## config.mk

```make
export PLATFORM = sky130hd
export DESIGN_NAME = fp_stream_max
export DESIGN_NICKNAME = d
export VERILOG_FILES = /design/src/rtl/fp_stream_max.sv
export SDC_FILE = /design/constraint.sdc
export NUM_CORES = 1
export LEC_CHECK = 0
export CAP_MARGIN = 20
export CORE_ASPECT_RATIO = 0.8
export CORE_MARGIN = 3
export CORE_UTILIZATION = 35
export DETAILED_ROUTE_END_ITERATION = 8
export PLACE_DENSITY = 0.55
export SLEW_MARGIN = 10
export SYNTH_ARGS = -nofsm -noshare
export SYNTH_HDL_FRONTEND = slang
export SYNTH_HIERARCHICAL = 1
export SYNTH_SLANG_ARGS = --single-unit
```

## constraint.sdc

```tcl
create_clock -name clk -period 2.67 [get_ports clk]
set_clock_uncertainty 0.15 [all_clocks]
set_input_delay 0.267 -clock clk [delete_from_list [all_inputs] [get_ports clk]]
set_output_delay 0.267 -clock clk [all_outputs]
set_load 0.05 [all_outputs]
```

## src/rtl/fp_stream_max.sv

```systemverilog
// Framed running-maximum reduction over 13-bit sign-magnitude floats.
// Emits {max, index, count, trunc} as one result beat per frame.

module fp13_gt (
    input  logic [12:0] fp1,
    input  logic [12:0] fp2,
    output logic        gt
);
    logic [11:0] mag1;
    logic [11:0] mag2;

    always_comb begin
        mag1 = fp1[11:0];
        mag2 = fp2[11:0];
        gt   = 1'b0;
        if (fp1[12] != fp2[12]) begin
            gt = ~fp1[12];
        end else if (!fp1[12]) begin
            gt = mag1 > mag2;
        end else begin
            gt = mag1 < mag2;
        end
    end
endmodule

// state | meaning
// ACCUM | accepting samples, tracking running max/index
// HOLD  | result beat presented, waiting for out_ready
module fp_stream_max #(
    parameter int IDX_W = 8
) (
    input  logic             clk,
    input  logic             rst,
    input  logic [12:0]      in_data,
    input  logic             in_valid,
    input  logic             in_last,
    output logic             in_ready,
    output logic [12:0]      out_max,
    output logic [IDX_W-1:0] out_idx,
    output logic [IDX_W:0]   out_count,
    output logic             out_trunc,
    output logic             out_valid,
    input  logic             out_ready
);
    typedef enum logic {ACCUM, HOLD} state_t;

    state_t           state;
    logic [12:0]      run_max;
    logic [IDX_W-1:0] run_idx;
    logic [IDX_W-1:0] count;
    logic             gt;
    logic             accept;
    logic             first;
    logic             frame_end;
    logic [12:0]      new_max;
    logic [IDX_W-1:0] new_idx;

    fp13_gt u_gt (
        .fp1 (in_data),
        .fp2 (run_max),
        .gt  (gt)
    );

    // Ties leave the stored max alone so the earliest occurrence keeps its index.
    always_comb begin
        accept    = in_valid & in_ready;
        first     = (count == '0);
        frame_end = in_last | (&count);
        new_max   = run_max;
        new_idx   = run_idx;
        if (first) begin
            new_max = in_data;
            new_idx = '0;
        end else if (gt) begin
            new_max = in_data;
            new_idx = count;
        end
    end

    always_ff @(posedge clk) begin
        if (rst) begin
            state     <= ACCUM;
            in_ready  <= 1'b1;
            out_valid <= 1'b0;
            out_max   <= '0;
            out_idx   <= '0;
            out_count <= '0;
            out_trunc <= 1'b0;
            run_max   <= '0;
            run_idx   <= '0;
            count     <= '0;
        end else begin
            case (state)
                ACCUM: begin
                    if (accept) begin
                        run_max <= new_max;
                        run_idx <= new_idx;
                        if (frame_end) begin
                            out_max   <= new_max;
                            out_idx   <= new_idx;
                            out_count <= (IDX_W+1)'(count) + (IDX_W+1)'(1);
                            out_trunc <= ~in_last;
                            out_valid <= 1'b1;
                            in_ready  <= 1'b0;
                            count     <= '0;
                            state     <= HOLD;
                        end else begin
                            count <= count + IDX_W'(1);
                        end
                    end
                end
                HOLD: begin
                    if (out_ready) begin
                        out_valid <= 1'b0;
                        in_ready  <= 1'b1;
                        state     <= ACCUM;
                    end
                end
                default: begin
                    state     <= ACCUM;
                    in_ready  <= 1'b1;
                    out_valid <= 1'b0;
                end
            endcase
        end
    end
endmodule
```

==> results of run 1 <==
-- cell usage in the layout (no fill, tap or decap), types with 5 or more instances in the layout --
cell type,instances
a21oi_1,50
mux2i_1,7
o21ai_0,24
a211oi_1,6
a311oi_2,6
a21oi_2,19
buf_4,27
nand2_1,48
inv_1,14
buf_12,5
ha_4,5
dfxtp_1,59
nand3_1,26
a311oi_1,8
clkdlybuf4s50_1,44
ha_1,9
nand2_2,8
clkbuf_8,12
-- layout make-up --
class / count / area (um2)
Sequential cell: 63 / 1270
Clock inverter: 1 / 5.00
Timing Repair Buffer: 88 / 898
Multi-Input combinational cell: 271 / 1890
Inverter: 17 / 63.8
Clock buffer: 12 / 165
Fill cell: 846 / 4170
Tap cell: 112 / 140
-- registers in the layout (all words and copies together) (netlist names), 8 cells and up --
signal,cells
out_max,13
run_max,13
out_count,9
count,8
out_idx,8
run_idx,8
-- per-stage QoR --
step / instance area [um2] / worst slack [ns] / setup TNS, ns / utilization, % / power, mW
6_report: 4420 / 0.0325 / 0 / 51.5 / 2.33
5_1_grt: 4420 / -0.109 / -2.33 / 51.5 / 2.45
4_1_cts: 4100 / 0.0139 / 0 / 47.7 / 2.29
3_5_place_dp: 3900 / -0.440 / -15.55 / 45.4 / 1.53
3_3_place_gp: 3900 / -0.473 / -17.16 / 45.4 / 1.52
2_1_floorplan: 3140 / 0.0553 / 0 / - / 1.34
-- cell families (layout without fill, tap and decap cells) --
kind of cell               count (synthesis)  count (layout)
adders and majority gates                 14              14
xor gates and xnor gates                   5               5
buffers and inverters                     52             118
and+or+nand+nor                          112             112
muxes                                      8               8
AOI/OAI and AO/OA                        132             132
DFF                                       63              63
-- routing by layer --
metal  track usage [%]  share of wire (%)  routed length, um  up-vias
met2              24.3                 45               3870       66
met1              23.5                 50               4270     1451
met3              4.22                4.4                376        7
met4              5.47               0.98                 84        0
li1                  -                  -                  -     1506
met5                 0                  0                  0        -
-- critical path, stage by stage (launching register included) --
cell and delay [ns]:
dfxtp_2 0.34, inv_2 0.04, ha_4 0.23, a21o_1 0.16, a21o_1 0.18, a221oi_4 0.31, a211o_1 0.16, nand3b_1 0.22
a21o_4 0.29, clkbuf_16 0.17, buf_6 0.12, nand3_2 0.06, a21oi_2 0.05
-- timing repair --
action,in CTS,in global routing
hold buffers,0,0
gates cloned,0,2
setup endpoints to repair,33,39
setup buffers,0,4
pin swaps,6,28
gates resized for setup,8,59
-- where the power goes --
group / switching [mW] / internal (mW) / total (mW)
Clock: 0.353 / 0.396 / 0.749
Combinational: 0.333 / 0.237 / 0.571
Sequential: 0.0275 / 0.984 / 1.01
Total: 0.714 / 1.62 / 2.33
-- how the worst max path moves through the flow --
stage / endpoint / startpoint
after floorplan: out_max[2] / run_max[9]
after global placement: out_idx[7] / in_data[11]
after detailed placement: out_max[2] / in_data[11]
after CTS: run_max[7] / run_max[9]
after global routing: out_idx[7] / run_max[8]
final: run_max[7] / run_max[9]
==> flow_summary.json, run 1 <==
{
  "first_pass_iters": 4,
  "period_share_pct": 98.8,
  "reg2reg_to": "run_max[7]",
  "antenna_found_initial": 0,
  "numPortBuffers": 50,
  "r2r-start": "run_max[9]",
  "worstMarginPinSlew_ns": 0.990,
  "layoutNonFillerInstCount": 564,
  "die_y_um": 90.6,
  "rows": 30,
  "synth_edf_count": 0,
  "max_freq_mhz": 379,
  "synth.most_common_cell": "a21oi_1",
  "via_per_inst": 5.37,
  "ant_nets": 0,
  "start_util_pct": 36.4,
  "syn_nets": 418,
  "crit_fanout": 6,
  "wl_per_cell_um": 15.3,
  "synth.largest_area_cell": "dfxtp_1",
  "powerDensity_mw_per_mm2": 527,
  "p_leak_nw": 1.57,
  "r2r_slack_ns": 0.03,
  "cts_tree": "done",
  "die-area_mm2": 0.0101,
  "synthToLayoutAreaGrowth_pct": 41.4,
  "cts-buffers-inserted": 9,
  "cts_sinks": 63,
  "grtUsageTotal_pct": 16.5,
  "place_inst": 545,
  "relSlewSlack_pct": 33.6,
  "coreArea_mm2": 0.00860,
  "synth_top_flop_cell": "dfxtp_1",
  "holdWs_ns": 0.149,
  "synthCells": 386,
  "clk_latency_ns": 0.34,
  "muxShareOfSynthArea_pct": 2.56,
  "synth-seq-area-share_pct": 40.3,
  "outcome": "complete, no violations",
  "syn_avg_cell_area_um2": 8.11,
  "final-hold-violation-count": 0,
  "yosysWarnings": 6,
  "cp.arrival_ns": 2.67,
  "maxCapViolations": 0,
  "min_from": "in_data[10]",
  "synth_area_mm2": 0.00313,
  "synth_top_area_share_pct": 40.3,
  "drive_above_1_share_pct": 24.8,
  "path_clk_slew_ns": 0.06,
  "gp_congestion": 0.754,
  "ys_seq_elements": 63,
  "drc": 0,
  "crit_type": "flop to flop",
  "ys_types": 43,
  "worstPathRequired_ns": 2.70,
  "cts-root-buf": "clkbuf_8",
  "htree_levels": 3,
  "min_period_ns": 2.64,
  "yosys.area_share.simple_pct": 17.6,
  "diodes": 0,
  "vias": 3030,
  "hp-class": "primary input to flop",
  "hpwl_um": 5380,
  "async_flop_share_pct": 0,
  "final_nets": 482,
  "grt_start_max_net_pins": 59,
  "cp-start-kind": "flop",
  "synth_compound_area_share_pct": 25.0,
  "rsz0062_at_grt": "yes",
  "ir_drop_v": 0.000246,
  "min_path_cells": 3,
  "first_iter_violations": 159,
  "synth-xor-area-share_pct": 1.40,
  "grt_pass1_wl_um": 13600,
  "reg2reg_depth": 12,
  "grt_overflow_total": 0,
  "synthAdderAreaFrac_pct": 5.60,
  "ctsLongestPathBuffers": 2,
  "die_width_um": 112,
  "top_level_ports": 51,
  "synth.area.top_cells": "dfxtp_1, a21oi_1, nand2_1",
  "wl_um": 8600,
  "ys_top_cells_by_count": "a21oi_1, dfxtp_1, nand2_1",
  "setup_viol": 0,
  "endpoint_kind": "flop",
  "timing.final.max_slew_violations": 0,
  "grt_pass1_vias": 2683,
  "hold_end": "run_max[10]",
  "synth_top_family_by_area": "compound AO/OA/AOI/OAI gates"
}
No activity file was read; power rests on OpenSTA's default activity.
==> run 2: changes to the inputs <==
MAX_ROUTING_LAYER = met4   (was not set)
PLACE_DENSITY = 0.63   (was 0.55)
==> flow_summary.json, run 2 (synthesized netlist as in run 1, its figures left out) <==
{
  "outcome": "complete, but fails checks",
  "violations": "negative setup slack",
  "start_util_pct": 36.4,
  "hp-class": "primary input to flop",
  "top_level_ports": 51,
  "maxCapViolations": 0,
  "top_regs": "out_max (13), run_max (13), out_count (9)",
  "final_cell_mix": "a21oi_1, dfxtp_1, clkdlybuf4s50_1",
  "wl_um": 9090,
  "crit_fanout": 6,
  "hpwl_um": 5530,
  "coreArea_mm2": 0.00860,
  "die-area_mm2": 0.0101,
  "cts_sinks": 63,
  "setup_viol": 16,
  "startpoint": "run_max[11]",
  "path_clk_slew_ns": 0.07,
  "rsz0062_at_grt": "yes",
  "drc": 0,
  "endpoint_kind": "flop",
  "worstMarginPinSlew_ns": 0.594,
  "wl_per_cell_um": 16.0,
  "top_layer": "met4",
  "seqPwrFrac_pct": 41.7,
  "fill_cells": 811,
  "ir_drop_v": 0.000228,
  "powerDensity_mw_per_mm2": 540,
  "antenna_found_initial": 0,
  "cp.arrival_ns": 2.82,
  "swShare_pct": 30.0,
  "layout_commonest_cell": "a21oi_1",
  "met3_length_um": 564,
  "period_share_pct": 102,
  "holdWs_ns": 0.141,
  "p_sw_uw": 733,
  "grt_pass1_vias": 2844,
  "min_period_ns": 2.72,
  "gp_congestion": 0.836,
  "final_nets": 486,
  "r2r-start": "run_max[11]",
  "wl_met2_um": 4220,
  "vias": 3099,
  "utilization_pct": 52.5,
  "worstPathRequired_ns": 2.77,
  "ctsLongestPathBuffers": 2,
  "grt_pass1_wl_um": 14200,
  "cts-buffers-inserted": 9,
  "reg2reg_depth": 12,
  "die_width_um": 112,
  "drive_above_1_share_pct": 24.0,
  "clk_latency_ns": 0.34,
  "relSlewSlack_pct": 60.4,
  "timing.final.max_slew_violations": 0,
  "synthToLayoutAreaGrowth_pct": 44.3,
  "grt_overflow_total": 0,
  "critPathCapture": "out_max[8]",
  "timing.setup.tns_ns": -0.399,
  "htree_levels": 3,
  "crit_type": "flop to flop",
  "max_freq_mhz": 367,
  "internal-power_mw": 1.71,
  "cts-root-buf": "clkbuf_8",
  "cts_tree": "done",
  "grt_start_max_net_pins": 59,
  "rows": 30,
  "die_y_um": 90.6,
  "grtUsageTotal_pct": 17.5,
  "setup_slack_ns": -0.0534,
  "final-hold-violation-count": 0,
  "first_pass_iters": 4,
  "p_leak_nw": 1.67,
  "r2r_slack_ns": -0.05,
  "first_iter_violations": 205,
  "holdBufCountCts": 0,
  "cp-start-kind": "flop",
  "comb_power_share_pct": 24.1,
  "clockPowerShare_pct": 34.2,
  "numPortBuffers": 50,
  "ant_nets": 0,
  "diodes": 0,
  "reg2reg_to": "out_max[8]",
  "via_per_inst": 5.44,
  "routedLengthMet1_um": 4260
}
==> run 2: cell count changes in the layout (fill, tap and decap cells not counted), sizes merged <==
cell / delta
buf: +3
bufinv: +1
clkbuf: +1
clkdlybuf4s50: +2
clkinvlp: +1
dlygate4sd2: -1
dlymetal6s2s: -1
==> run 2: metal layers <==
layer,track usage [%],vias to the layer above
met5,-,-
met1,24.1,1480
met4,3.95,0
met2,25.5,84
li1,-,1531
met3,4.89,4
==> run 2: power groups by stage <==
stage / clock (mW) / combinational [mW] / sequential (mW)
floorplan: 0 / 0.223 / 1.11
global placement: 0 / 0.476 / 1.03
detailed placement: 0 / 0.481 / 1.03
CTS: 0.854 / 0.526 / 1.01
global route: 0.896 / 0.630 / 1.02
finish: 0.833 / 0.588 / 1.02
==> run 2: worst min-delay path by stage <==
| stage | startpoint | endpoint | slack (ns) | depth (start not counted) |
|---|---|---|---|---|
| after floorplan | in_last | out_trunc | 0.23 | 1 |
| after global routing | in_data[10] | out_max[10] | 0.16 | 3 |
| after detailed placement | run_idx[6] | run_idx[6] | 0.30 | 2 |
| after global placement | run_idx[5] | run_idx[5] | 0.29 | 2 |
| final | in_data[11] | run_max[11] | 0.14 | 3 |
| after CTS | in_data[9] | run_max[9] | 0.22 | 3 |
==> run 2: through the flow <==
step / setup WS [ns] / std cells / instance area, um2 / power (mW)
after detailed placement: -0.437 / 543 / 3860 / 1.51
after CTS: 0.00293 / 565 / 4220 / 2.39
after global routing: -0.167 / 570 / 4520 / 2.55
after global placement: -0.435 / 543 / 3860 / 1.51
after floorplan: 0.0553 / 386 / 3140 / 1.34
final: -0.0534 / 570 / 4520 / 2.44
==> run 2: timing repair <==
item / CTS / global route
pin swaps: 5 / 25
cloned: 2 / 4
setup endpoints to repair: 33 / 42
buffers inserted: 5 / 2
resized for setup: 12 / 59
==> run 2: layout make-up <==
cell class              count  area, um2  share of cell area [%]
inverters                  17       63.8                    1.41
flip-flops and latches     63       1270                    28.1
repair buffers             92        983                    21.8
clock inverters             3       42.5                   0.942
multi-input cells         271       1860                    41.2
well taps                 112        140                    3.10
clock buffers              12        155                    3.43
==> run 2: worst max-delay path: stages, from the launching register on <==
cell	delay [ns]
dfxtp_2	0.37
inv_1	0.08
ha_4	0.28
nand4_1	0.15
nor3_4	0.22
o21ai_2	0.10
a211o_1	0.31
nand3b_1	0.17
buf_6	0.14
a21o_4	0.14
clkbuf_16	0.17
nand2_2	0.06
a311oi_2	0.28
